==> src/rtl/fb_pattern_writer.sv <==
// Wishbone write master that fills the SDRAM framebuffer with a test pattern.
// Define MIRE_CONTINUOUS_EN to refill frames back-to-back instead of single-shot.
module fb_pattern_writer #(
  parameter int HDISP      = 800,
  parameter int VDISP      = 480,
  parameter int BURST_LEN  = 64,
  parameter int GAP_CYCLES = 4
) (
  input  logic        clk,
  input  logic        rst,
  input  logic        start,
  input  logic [1:0]  pattern_sel,
  input  logic [23:0] solid_rgb,
  output logic        busy,
  output logic        done,
  output logic [15:0] frame_cnt,
  output logic [31:0] adr,
  output logic [31:0] dat_ms,
  input  logic [31:0] dat_sm,
  input  logic        ack,
  output logic        cyc,
  output logic        stb,
  output logic        we,
  output logic [3:0]  sel,
  output logic [2:0]  cti,
  output logic [1:0]  bte
);

  localparam int XW = (HDISP > 1) ? $clog2(HDISP) : 1;
  localparam int YW = (VDISP > 1) ? $clog2(VDISP) : 1;
  localparam int BW = $clog2(BURST_LEN + 1);
  localparam int GW = $clog2(GAP_CYCLES + 1);

  localparam logic [XW-1:0] X_LAST = XW'(HDISP - 1);
  localparam logic [YW-1:0] Y_LAST = YW'(VDISP - 1);
  localparam logic [BW-1:0] B_LAST = BW'(BURST_LEN - 1);
  localparam logic [GW-1:0] G_LAST = GW'(GAP_CYCLES - 1);

  typedef enum logic [1:0] {IDLE, WRITE, GAP} state_t;

  state_t        state;
  logic [XW-1:0] x;
  logic [YW-1:0] y;
  logic [XW-1:0] x_nxt;
  logic [YW-1:0] y_nxt;
  logic [BW-1:0] bcnt;
  logic [GW-1:0] gcnt;
  logic [1:0]    sel_lat;
  logic [23:0]   rgb_lat;
  logic          last_px;
  logic          unused_dat;

  // Colour-bar index from a compare chain against the k*HDISP/8 band edges.
  function automatic logic [2:0] bar_band(input logic [XW-1:0] px);
    logic [2:0] band;
    band = 3'd0;
    for (int k = 1; k < 8; k++) begin
      if (px >= XW'(k * HDISP / 8)) band = 3'(k);
    end
    return band;
  endfunction

  function automatic logic [31:0] pixel(input logic [1:0] psel, input logic [23:0] prgb,
                                        input logic [XW-1:0] px, input logic [YW-1:0] py);
    logic [31:0] xe;
    logic [31:0] ye;
    logic [2:0]  band;
    logic [7:0]  lvl;
    xe   = 32'(px);
    ye   = 32'(py);
    band = bar_band(px);
    lvl  = xe[7:0];
    case (psel)
      2'd0:    return (xe[3:0] == 4'd0 || ye[3:0] == 4'd0) ? 32'h00FF_FFFF : 32'h0;
      2'd1:    return {8'h00, lvl, lvl, lvl};
      2'd2:    return {8'h00, prgb};
      default: return {8'h00, {8{band[2]}}, {8{band[1]}}, {8{band[0]}}};
    endcase
  endfunction

  always_comb begin
    x_nxt = x + 1'b1;
    y_nxt = y;
    if (x == X_LAST) begin
      x_nxt = '0;
      y_nxt = y + 1'b1;
    end
  end

  assign last_px    = (x == X_LAST) && (y == Y_LAST);
  assign cyc        = stb;
  assign we         = 1'b1;
  assign sel        = 4'b1111;
  assign cti        = 3'b000;
  assign bte        = 2'b00;
  assign unused_dat = ^dat_sm;

  always_ff @(posedge clk) begin
    if (rst) begin
      state     <= IDLE;
      stb       <= 1'b0;
      adr       <= 32'h0;
      dat_ms    <= 32'h0;
      busy      <= 1'b0;
      done      <= 1'b0;
      frame_cnt <= 16'h0;
      x         <= '0;
      y         <= '0;
      bcnt      <= '0;
      gcnt      <= '0;
      sel_lat   <= 2'd0;
      rgb_lat   <= 24'h0;
    end else begin
      done <= 1'b0;
      case (state)
        IDLE: begin
          if (start) begin
            sel_lat <= pattern_sel;
            rgb_lat <= solid_rgb;
            x       <= '0;
            y       <= '0;
            adr     <= 32'h0;
            bcnt    <= '0;
            dat_ms  <= pixel(pattern_sel, solid_rgb, '0, '0);
            busy    <= 1'b1;
            stb     <= 1'b1;
            state   <= WRITE;
          end
        end
        WRITE: begin
          if (ack && stb) begin
            // End of frame wins over the burst-release check.
            if (last_px) begin
              x         <= '0;
              y         <= '0;
              adr       <= 32'h0;
              bcnt      <= '0;
              frame_cnt <= frame_cnt + 16'd1;
              done      <= 1'b1;
              stb       <= 1'b0;
`ifdef MIRE_CONTINUOUS_EN
              sel_lat   <= pattern_sel;
              rgb_lat   <= solid_rgb;
              dat_ms    <= pixel(pattern_sel, solid_rgb, '0, '0);
              gcnt      <= '0;
              state     <= GAP;
`else
              dat_ms    <= pixel(sel_lat, rgb_lat, '0, '0);
              busy      <= 1'b0;
              state     <= IDLE;
`endif
            end else begin
              x      <= x_nxt;
              y      <= y_nxt;
              adr    <= adr + 32'd4;
              dat_ms <= pixel(sel_lat, rgb_lat, x_nxt, y_nxt);
              if (bcnt == B_LAST) begin
                bcnt  <= '0;
                gcnt  <= '0;
                stb   <= 1'b0;
                state <= GAP;
              end else begin
                bcnt <= bcnt + 1'b1;
              end
            end
          end
        end
        GAP: begin
          if (gcnt == G_LAST) begin
            gcnt  <= '0;
            stb   <= 1'b1;
            state <= WRITE;
          end else begin
            gcnt <= gcnt + 1'b1;
          end
        end
        default: state <= IDLE;
      endcase
    end
  end

endmodule
==> config.mk <==
export PLATFORM = sky130hd
export DESIGN_NAME = fb_pattern_writer
export DESIGN_NICKNAME = d
export VERILOG_FILES = /design/src/rtl/fb_pattern_writer.sv
export SDC_FILE = /design/constraint.sdc
export NUM_CORES = 1
export LEC_CHECK = 0
export ABC_AREA = 1
export BUFFER_PORTS_ARGS = -buffer_cell sky130_fd_sc_hd__buf_2
export CORE_ASPECT_RATIO = 1.5
export CORE_MARGIN = 8
export CORE_UTILIZATION = 45
export CTS_BUF_LIST = sky130_fd_sc_hd__clkbuf_8
export DETAILED_ROUTE_END_ITERATION = 8
export PLACE_DENSITY = 0.7
export RECOVER_POWER = 50
export SYNTH_ARGS = -nofsm -noshare
export SYNTH_HDL_FRONTEND = slang
export SYNTH_SLANG_ARGS = --single-unit
==> constraint.sdc <==
create_clock -name clk -period 3.7 [get_ports clk]
set_clock_uncertainty 0.15 [all_clocks]
set_input_delay 0.185 -clock clk [delete_from_list [all_inputs] [get_ports clk]]
set_output_delay 0.185 -clock clk [all_outputs]
set_load 0.005 [all_outputs]
-- Word level (Yosys, flattened, before mapping)
Cells that the tools add are included.
- register bits after elaboration: 140
- latch bits: 0
- bits in writable memories: 0
- ROM bits: 0
- bits of input ports: 62
- output and inout port bits: 94
- word-level logic and storage cells: 121
- memories kept: 0
- add/sub/neg operators: 6
- multipliers: 0
- divide/modulo/power cells: 0
- order comparisons: 7
- eq/ne operators: 17
- shift operators: 0
- mux-type cells: 55
- bitwise operators: 2
- reductions and logical operators: 20
- operators with widths (operator ; number):
    $mux W32 ; 6
    $pmux W32 S2 ; 2
    $pmux W24 S2 ; 2
    $pmux W24 S3 ; 1
    $mux W10 ; 4
    $mux W9 ; 4
    $add A32 B3 Y32 const B ; 1
    $ge A10 B9 Y1 const B ; 3
    $mux W3 ; 10
    $mux W7 ; 4
    $mux W24 ; 1
    $ge A10 B10 Y1 const B ; 2
    $pmux W10 S2 ; 1
    $pmux W9 S2 ; 1
    $add A16 B1 Y16 const B ; 1
    $reduce_and A4 Y1 ; 4
    $pmux W7 S2 ; 1
    $ne A2 B2 Y1 const B ; 6
    $add A10 B1 Y10 const B ; 1
    $eq A10 B10 Y1 const B ; 1
    $ge A10 B7 Y1 const B ; 1
    $ge A10 B8 Y1 const B ; 1
    $mux W2 ; 5
    $add A9 B1 Y9 const B ; 1
    other kinds (24) ; 43

-- Depth between registers and ports, before layout
Gate-level depths: netlist of run 1.
- depth after elaboration: 14
- gate-level depth with buffers: 21
- depth with buffers taken out: 21

-- Least setup slack after synthesis of run 1
No wires, ideal clock.
- kind: flip-flop to flip-flop
- start point: reg x[0]
- end point: reg frame_cnt[15]
- setup time: 0.130 ns
- arrival time: 2.144 ns
- required time: 3.420 ns
- setup slack: 1.276 ns
- cell stages (with the launch flop): 16
- path buffers: 0
- clock period less this slack: 2.424 ns
- cells stage by stage: dfxtp_1 -> ha_1 -> nand2_1 -> nor2_4 -> nand2_2 -> inv_2 -> nand2_4 -> nor2_8 -> nand2_4 -> nor3_4 -> nand2_2 -> nor3_4 -> nand2_2 -> nor3_4 -> and3_1 -> nor3_2
- word-level cells in the longest chain between the ends: 3
- ends and longest elaborated chain (item ; line ; source):
    start, declared ; 42 ; logic [XW-1:0] x;
    start signal, assigned ; 153 ; x <= x_nxt;
    $eq A10 B10 Y1 ; 90 ; assign last_px = (x == X_LAST) && (y == Y_LAST);
    $logic_and A1 B1 Y1 ; 90 ;
    $reduce_and A3 Y1 (no line) ; -- ;
    end signal, assigned ; 138 ; frame_cnt <= frame_cnt + 16'd1;
    end, declared ; 16 ; output logic [15:0] frame_cnt,
Every way passes these cells.
A chain may end at the register's enable or synchronous reset.

-- Worst setup path after layout of run 1
Ends and elaborated chain as after synthesis.

==> run summary, run 1 <==
outcome - completed
Avg Inst Size Synth - 6.82 sq um
post-synth top area share - 37.3%
most frequent CP cell - nor3_4
minimum clock period - 3.09 ns
Seq/Total Area, Yosys - 37.3%
die footprint - 19800 sq um
Starting Density - 46.1%
CTS H-tree depth - 4
crit path cell chain - ha_1 > nand2_1 > nor2_4 > nand2_1 > inv_2 > nand2_4 > nor2_8 > nand2_4 > nor3_4 > nand2_2 > nor3_4 > nand2_2 > nor3_4 > and3_1 > nor3_2
Pre-Repair DR Iteration Count - 7
CTS tree - yes
Post-synth top flop - dfxtp_1
total wire length - 19400 microns
layout cell share with drive strength beyond 1 - 9.57%
worst-skew pair later-pin latency - 0.45 ns
post-CTS setup buffers - 0
hold crit path type - primary input to flop
initial antenna violation count - 0
Max stage delay cell, worst path - dfxtp_1
Yosys top cell by area - dfxtp_1
synthesized cell area - 6970 sq um
Reg clk slew, reported paths - 0.08 ns
register-to-register setup slack - 0.61 ns
maximum number of pins on one net before global-route repair - 54
unrepaired setup endpoints after global routing - no
Crit path required time - 3.87 ns
final hold vios - 0
clk root buf - clkbuf_8
worst-margin pin slew - 0.717 ns
worst setup path start - x[0]
synthesized instance count - 1022
Post-Place Worst Slack - 0.760 ns
first-pass GRT wire length - 32200 microns
DP HPWL - 13800 microns
clk sink count - 130
final setup margin - 0.608 ns
Crit path max-delay family - simple AND/OR/NAND/NOR gates
Post-synth top cells - nand2_1, dfxtp_1, o21ai_0
vias in the first global route - 6877
number of CTS-inserted buffers - 17
largest cells by area after synthesis - dfxtp_1, nand2_1, o21ai_0
Core Box Area - 15100 sq um
routed via count - 7090
sequential power share - 41.7%
Post-DRT Antenna Nets - 0
Max FO, Critical Path - 12
Int Pwr - 2.59 mW
Critical Path AT - 3.27 ns
Worst Setup Start Kind - flop
fin nets - 1207
routability cong. - 0.880
hold slack - 0.0482 ns
die width - 118 microns
NetSw - 1.63 mW
DIE HEIGHT - 168 microns
drc violations - 0
EDFF count, synth - 0
drt via density - 5.26
Max clock buf depth - 2
Worst Path Buf+Inv - 1
Antenna Cells - 0
HP Start - start
final setup fails - 0
final slew viol count - 0
Setup TNS - 0 ns
synth unique cells - 46
ys async rst share - 0%
Std-Cell Rows - 55
Syn-to-layout area delta - 16.3%
most frequent cell after synthesis - nand2_1
DR iter-0 viols - 484
Setup CP Type - flop to flop
max cap viols - 0
fin crit share - 83.6%
Synth Register Bits - 130
grt ovf - 0
fmax - 0.323 GHz
Total Power - 4.22 mW
leakage power - 3.30 nW
Combinational Power Share - 31.5%
all-layer global routing usage - 19.3%
slowest stage delay, CP - 0.46 ns
wire length per cell - 14.4 microns
Syn. warnings - 0
PortBufs - 103
maximum VDD drop - 0.000343 V
Cell Pwr Density - 520 nW/um^2
I/O pins - 156
worst flop-to-flop path startpoint - x[0]
clock power share - 26.9%
switch share - 38.6%
Crit. End Element - flop
Rel. slew slack - 52.0%
[layer usage]
layer,track usage [%],share of wire (%),vias up
met5,0,0,-
met3,4.96,6.1,47
met4,9.73,3.0,0
met2,34.5,49,230
li1,-,-,3611
met1,20.5,41,3202
[cell type report]
type                            count  area (sq um)
Fill cell                        1521          7030
Multi-Input combinational cell    732          3680
Inverter                          117           439
Clock inverter                     13           113
Sequential cell                   130          2600
Clock buffer                       18           248
Tap cell                          199           249
Timing Repair Buffer              140           778
[worst paths after layout]
kind                                 endpoint  depth (start not counted)
worst max-delay path            frame_cnt[15]                         15
worst max register to register  frame_cnt[15]                         15
worst min register to register        bcnt[6]                          2
worst min-delay path              rgb_lat[23]                          5
[worst register-to-register path, cell delays in order (launching register included)]
cell	delay (ns)
dfxtp_1	0.46
ha_1	0.21
nand2_1	0.12
nor2_4	0.14
nand2_1	0.29
inv_2	0.21
nand2_4	0.10
nor2_8	0.19
nand2_4	0.11
nor3_4	0.18
nand2_2	0.12
nor3_4	0.19
nand2_2	0.13
nor3_4	0.15
and3_1	0.19
nor3_2	0.04
[logic make-up after synthesis]
logic type | count (synthesis) | share of synthesized area [%]
simple gates | 421 | 27.6
compound gates | 275 | 21.8
buf+inv | 178 | 10.9
flops | 130 | 37.3
xor+xnor | 9 | 1.13
fa+ha+maj | 7 | 1.26
other cells | 2 | 0.108
[sequential cells by signal (all words and copies together) (netlist names)]
register and flops:
adr 30, bcnt 7, busy 1, cyc 1, dat_ms 24, done 1
frame_cnt 16, gcnt 3, rgb_lat 24, sel_lat 2, state 2, x 10
y 9
[what timing repair did]
| action | CTS | global route |
|---|---|---|
| gates resized for setup | 0 | 0 |
| hold endpoints to repair | 43 | 0 |
| hold buffers | 26 | 0 |
[placed cells by master (no fill, tap or decap), drive strengths merged]
master and n:
nand2 216, dfxtp 130, inv 119, o21ai 115, a21oi 110, nor2 105
clkbuf 81, buf 51, nor3 39, nand3 32, dlygate4sd3 26, conb 20
o2111ai 15, a31oi 10, nand4 8, nor4 8, clkinv 8, ha 7
nor3b 6, a211oi 6, xnor2 5, o211ai 5, xor2 4, a41oi 4
o21a 3, a2bb2oi 2, or2 2, and3 2, o21bai 2, a221oi 2
clkinvlp 2, nand3b 1, or4 1, nor4b 1, o31ai 1, bufinv 1
[stage by stage]
stage	std cells	instance area (sq um)	util, %
detailed placement	1292	7570	50.0
global route	1349	8110	53.6
global placement	1292	7570	50.0
CTS	1349	8190	54.1
finish	1349	8110	53.6
floorplan	1040	7040	-
[power groups by stage]
stage	Combinational (mW)	Clock, mW	Sequential [mW]
final	1.33	1.13	1.76
after CTS	1.36	1.15	1.75
after detailed placement	1.33	0	1.78
after global placement	1.32	0	1.78
after global routing	1.51	1.21	1.79
after floorplan	0.946	0	1.75
No activity file was read; power rests on OpenSTA's default activity.
==> run 2: changes to the inputs <==
==> constraint.sdc (replaced) <==
create_clock -name clk -period 2.99 [get_ports clk]
set_clock_uncertainty 0.15 [all_clocks]
set_input_delay 0.1495 -clock clk [delete_from_list [all_inputs] [get_ports clk]]
set_output_delay 0.1495 -clock clk [all_outputs]
set_load 0.005 [all_outputs]
==> run 2 against run 1 <==
Effect of this change:
- combinational power is 30% higher
- register-to-register slack worse by 0.33 ns
- critical path depth is 5 higher
- setup slack worse by 0.33 ns
- critical path type unchanged
- sequential share of layout area is 0.91 points lower
- sequential power is 23% higher
- via count is 0.93% higher
- routed wire length is 1.3% higher
- first-iteration DRC count is 7.2% higher
==> run summary, run 2 (same netlist as run 1, synthesis figures left out) <==
vias in the first global route - 6784 (-1.4%)
Setup TNS - 0 ns (unchanged)
register-to-register setup slack - 0.27 ns (-0.33 ns)
fmax - 0.368 GHz (+14%)
max cap viols - 0 (unchanged)
Max stage delay cell, worst path - dfxtp_1
hold depth - 3 (-2)
Worst Path Buf+Inv - 0 (-1)
biggest regs - adr: 30 flops, dat_ms: 24 flops, rgb_lat: 24 flops
RR Endpoint - dat_ms[4]
CTS H-tree depth - 4 (unchanged)
HP Start - rst
clk sink count - 130 (unchanged)
fin crit share - 90.9% (+7.3 points)
DR iter-0 viols - 519 (+7.2%)
CTS tree - yes
clk root buf - clkbuf_8
Pre-Repair DR Iteration Count - 5 (-2)
Crit path max-delay family - simple AND/OR/NAND/NOR gates
die width - 118 microns (unchanged)
Top reg by flops - adr
PortBufs - 103 (unchanged)
Max clock buf depth - 2 (unchanged)
Post-DRT Antenna Nets - 0 (unchanged)
post-layout util - 55.1% (+1.6 points)
DP HPWL - 13800 microns (+0.33%)
most frequent CP cell - nand2_1
slowest stage delay, CP - 0.42 ns (-0.04 ns)
I/O pins - 156 (unchanged)
fin nets - 1220 (+1.1%)
post-CTS setup buffers - 0 (unchanged)
Core Box Area - 15100 sq um (unchanged)
cell count after placement - 1304 (+0.93%)
Setup CP Type - flop to flop
worst flop-to-flop path startpoint - x[1]
Antenna Cells - 0 (unchanged)
path depth of the worst reg2reg path - 20 (+5)
routed via count - 7156 (+0.93%)
grt ovf - 0 (unchanged)
wire length per cell - 14.4 microns (+0.26%)
Rel. slew slack - 35.9% (-16 points)
die footprint - 19800 sq um (unchanged)
initial antenna violation count - 0 (unchanged)
max FFs per register - 30 (unchanged)
Syn-to-layout area delta - 19.7%
final slew viol count - 0 (unchanged)
DIE HEIGHT - 168 microns (unchanged)
hold endpoint - gcnt[0]
Std-Cell Rows - 55 (unchanged)
unrepaired setup endpoints after global routing - no
routability cong. - 0.893 (+1.4%)
drt via density - 5.25 (-0.11%)
final hold vios - 0 (unchanged)
Reg clk slew, reported paths - 0.09 ns (about the same)
worst-margin pin slew - 0.962 ns (+0.245 ns)
final setup fails - 0 (unchanged)
all-layer global routing usage - 19.3% (+0.048 points)
first-pass GRT wire length - 32200 microns (unchanged)
Crit. End Element - flop
outcome - completed
Non-Filler Instances - 1363 (+1.0%)
layout cell share with drive strength beyond 1 - 10.8% (+1.3 points)
Worst Setup Start Kind - flop
commonest non-fill, non-tap cell in the layout - nand2_1
leakage power - 3.45 nW (+4.6%)
Cell Pwr Density - 679 nW/um^2 (+31%)
register area - 2600 sq um (unchanged)
drc violations - 0 (unchanged)
Levels on crit path - 20 (+5)
minimum clock period - 2.72 ns (-0.375 ns)
maximum number of pins on one net before global-route repair - 54 (unchanged)
crit path cell chain - ha_1 > nand2_1 > nor2_4 > nand2_1 > nand2_1 > nand2_1 > nor2_1 > a21oi_1 > nand2_1 > nand2_1 > nand2_1 > nand2_1 > nand2_1 > nand2_1 > nand2_1 > nand2_1 > nand2_1 > nand2_1 > nand2_1 > a21oi_1
total wire length - 19700 microns (+1.3%)
worst-skew pair later-pin latency - 0.44 ns (about the same)
Starting Density - 46.1% (unchanged)
final setup margin - 0.273 ns (-0.335 ns)
hold crit path type - primary input to flop
Max FO, Critical Path - 8 (-4)
Crit path required time - 3.18 ns (-0.69 ns)
commonest cells after routing, fill and taps aside - nand2_1, dfxtp_1, inv_1
Post-Place Worst Slack - 0.280 ns (-0.480 ns)
Total Power - 5.67 mW (+34%)
area of the multi-input gates - 3700 sq um (+0.54%)
maximum VDD drop - 0.000435 V (+27%)
Critical Path AT - 2.91 ns (-0.36 ns)
fillers - 1546 (+1.6%)
number of CTS-inserted buffers - 17 (unchanged)
[run 2: changes by cell type in the layout (fill, tap and decap cells not counted), sizes merged]
cell	previous run	this run
clkinvlp	2	0
clkbuf	81	84
buf	51	61
clkinv	8	5
dlygate4sd3	26	27
inv	119	120
bufinv	1	5
[run 2: report_power, final]
group	switching, mW	leakage [nW]	total (mW)	internal [mW]
Combinational	1.14	2.15	1.73	0.589
Clock	0.745	0.243	1.79	1.04
Sequential	0.160	1.06	2.16	2.00
[run 2: worst max path at each step]
stage	from	slack [ns]	end
after detailed placement	x[1]	0.28	dat_ms[1]
after CTS	x[1]	0.21	dat_ms[1]
after global placement	x[1]	0.29	dat_ms[1]
after floorplan	x[0]	0.57	frame_cnt[15]
after global routing	x[1]	0.02	frame_cnt[15]
final	x[1]	0.27	dat_ms[4]
[run 2: area by class of cell]
class / instances / area share, %
clock buffer: 19 / 3.13
inverter: 117 / 5.26
clock inverter: 13 / 2.47
multi-input combinational: 732 / 44.3
sequential: 130 / 31.2
timing repair buffer: 153 / 10.6
tap: 199 / 2.98
[run 2: stage by stage]
stage	hold slack (ns)	area (sq um)
detailed placement	0.288	7670
global route	0.0881	8350
floorplan	0.154	7040
CTS	0.0617	8410
global placement	0.283	7670
finish	0.0797	8350
[run 2: repair_timing]
item	4_1_cts	5_1_grt
gates resized for setup	0	4
endpoints found under the hold margin	46	0
setup endpoints to repair	0	8
hold buffers	27	0
[run 2: routing by layer]
| metal | share of wire [%] | global-route usage, % |
|---|---|---|
| met1 | 42 | 21.0 |
| met2 | 51 | 35.2 |
| met3 | 5.4 | 4.80 |
| met4 | 2.4 | 7.61 |
| met5 | 0 | 0 |
[run 2: worst register-to-register path: stages, from the launching register on]
cell and delay (ns):
dfxtp_1 0.42, ha_1 0.20, nand2_1 0.12, nor2_4 0.17
nand2_1 0.07, nand2_1 0.06, nand2_1 0.12, nor2_1 0.25
a21oi_1 0.14, nand2_1 0.07, nand2_1 0.04, nand2_1 0.05
nand2_1 0.04, nand2_1 0.05, nand2_1 0.05, nand2_1 0.25
nand2_1 0.10, nand2_1 0.07, nand2_1 0.07, nand2_1 0.08
a21oi_1 0.07
==> run 3: changes to the inputs <==
--- a/config.mk
+++ b/config.mk
@@ -9,10 +9,10 @@
 export BUFFER_PORTS_ARGS = -buffer_cell sky130_fd_sc_hd__buf_2
 export CORE_ASPECT_RATIO = 1.5
 export CORE_MARGIN = 8
-export CORE_UTILIZATION = 45
-export CTS_BUF_LIST = sky130_fd_sc_hd__clkbuf_8
+export CORE_UTILIZATION = 30
+export CTS_BUF_LIST = sky130_fd_sc_hd__clkbuf_16
 export DETAILED_ROUTE_END_ITERATION = 8
-export PLACE_DENSITY = 0.7
+export PLACE_DENSITY = 0.51
 export RECOVER_POWER = 50
 export SYNTH_ARGS = -nofsm -noshare
 export SYNTH_HDL_FRONTEND = slang
==> run 3 against run 2 <==
Effect of this change:
- non-clock buffer count did not move
- routed wire length up 7.1%
- clock power up 22%
- register-to-register slack worse by 0.03 ns
- critical path type unchanged
- final area increased by 2.8%
- via count down 2.4%
- hold slack worse by 0.041 ns
- first-iteration DRC count is 36% lower
- die area up 44%
- utilization fell by 18 points
==> run summary, run 3 (same netlist as run 1, synthesis figures left out) <==
outcome - completed
fillers - 2534 (+64%)
Critical Path AT - 2.90 ns (about the same)
Crit. End Element - flop
Total Power - 6.09 mW (+7.5%)
PortBufs - 103 (unchanged)
Setup TNS - 0 ns (unchanged)
DIE HEIGHT - 203 microns (+20%)
Setup CP Type - flop to flop
all-layer global routing usage - 15.0% (-4.4 points)
NetSw - 2.18 mW (+6.6%)
commonest cells after routing, fill and taps aside - nand2_1, dfxtp_1, o21ai_0
Rel. slew slack - 34.7% (-1.2 points)
number of CTS-inserted buffers - 17 (unchanged)
maximum number of pins on one net before global-route repair - 54 (unchanged)
Core Box Area - 23000 sq um (+52%)
routability cong. - 0.831 (-7.0%)
final setup fails - 0 (unchanged)
Combinational Power Share - 28.8% (-1.7 points)
switch share - 35.7% (-0.30 points)
Int Pwr - 3.92 mW (+8.0%)
Post-Place Worst Slack - 0.229 ns (-0.0508 ns)
Pre-Repair DR Iteration Count - 6 (+1)
Non-Filler Instances - 1444 (+5.9%)
initial antenna violation count - 0 (unchanged)
Starting Density - 30.4% (-16 points)
Cell Pwr Density - 710 nW/um^2 (+4.6%)
clk root buf - clkbuf_16
first-pass GRT wire length - 34700 microns (+7.7%)
clk sink count - 130 (unchanged)
drc violations - 0 (unchanged)
layout cell share with drive strength beyond 1 - 11.3% (+0.52 points)
Post-DRT Antenna Nets - 0 (unchanged)
final setup margin - 0.238 ns (-0.0349 ns)
Antenna Cells - 0 (unchanged)
minimum clock period - 2.75 ns (+0.0349 ns)
hold slack - 0.0387 ns (-0.0411 ns)
Std-Cell Rows - 68 (+24%)
worst setup path start - x[1]
DP Area - 7780 sq um (+1.4%)
CTS tree - yes
routed via count - 6986 (-2.4%)
worst-skew pair later-pin latency - 0.43 ns (about the same)
DP HPWL - 15500 microns (+12%)
die width - 140 microns (+19%)
drt via density - 4.84 (-7.9%)
Crit path required time - 3.14 ns (-0.04 ns)
die footprint - 28500 sq um (+44%)
Max FO, Critical Path - 12 (+4)
maximum VDD drop - 0.000588 V (+35%)
clock power share - 35.8% (+4.3 points)
leakage power - 3.50 nW (+1.5%)
sequential power share - 35.4% (-2.6 points)
Worst Setup Start Kind - flop
final slew viol count - 0 (unchanged)
grt ovf - 0 (unchanged)
post-CTS setup buffers - 0 (unchanged)
worst-margin pin slew - 0.980 ns (+0.0181 ns)
I/O pins - 156 (unchanged)
max FFs per register - 30 (unchanged)
DR iter-0 viols - 331 (-36%)
biggest regs - adr: 30 flops, dat_ms: 24 flops, rgb_lat: 24 flops
worst flop-to-flop path startpoint - x[1]
wire length per cell - 14.6 microns (+1.1%)
Top reg by flops - adr
cell count after placement - 1386 (+6.3%)
Max clock buf depth - 2 (unchanged)
post-layout util - 37.3% (-18 points)
final hold vios - 0 (unchanged)
commonest non-fill, non-tap cell in the layout - nand2_1
unrepaired setup endpoints after global routing - no
max cap viols - 0 (unchanged)
total wire length - 21100 microns (+7.1%)
fin nets - 1220 (unchanged)
HP Start - start
fin crit share - 92.0% (+1.2 points)
hold crit path type - primary input to flop
CTS H-tree depth - 4 (unchanged)
vias in the first global route - 6972 (+2.8%)
Syn-to-layout area delta - 23.0%
fmax - 0.363 GHz (-1.3%)
Reg clk slew, reported paths - 0.06 ns (-0.03 ns)
Finished Cell Area - 8580 sq um (+2.8%)
==> run 3: critical path: stages, from the launching register on <==
cell     delay [ns]
dfxtp_1        0.40
ha_1           0.20
nand2_1        0.13
nor2_4         0.17
nand2_2        0.19
inv_2          0.15
nand2_4        0.09
nor2_8         0.10
nand2_4        0.09
nor3_4         0.17
nand2_2        0.11
nor3_4         0.16
nand2_2        0.12
nor3_4         0.15
and3_1         0.19
nor3_2         0.04
==> run 3: repair_timing <==
action / CTS / global route
hold buffers: 26 / 0
endpoints found under the setup margin: 0 / 5
endpoints found under the hold margin: 45 / 0
gates resized for setup: 0 / 1
==> run 3: worst paths after layout <==
check	slack [ns]	cells after the start	end
worst max-delay path	0.24	15	frame_cnt[15]
worst max register to register	0.24	15	frame_cnt[15]
worst min-delay path	0.04	5	rgb_lat[23]
worst min register to register	0.30	2	bcnt[6]
==> run 3: layout make-up <==
cell class,instances,area (sq um),share of cell area (%)
flip-flops and latches,130,2600,30.3
well taps,280,350,4.08
multi-input cells,732,3680,43.0
inverters,117,439,5.12
clock inverters,15,181,2.11
repair buffers,153,895,10.4
clock buffers,17,425,4.96
==> run 3: power groups by stage <==
stage	logic, mW	registers, mW	clock network, mW
floorplan	1.17	2.17	0
global placement	1.78	2.19	0
detailed placement	1.78	2.19	0
CTS	1.82	2.15	2.24
global route	2.00	2.19	2.31
finish	1.75	2.16	2.18
==> run 3: per-layer routing <==
metal / part of all wire, % / wire (microns) / vias to the layer above / global-route usage (%)
met5: 0 / 0 / - / 0
met4: 1.2 / 262 / 0 / 4.74
met3: 3.6 / 768 / 19 / 3.06
met2: 51 / 10700 / 135 / 27.5
met1: 44 / 9330 / 3196 / 16.8
li1: - / - / 3636 / -
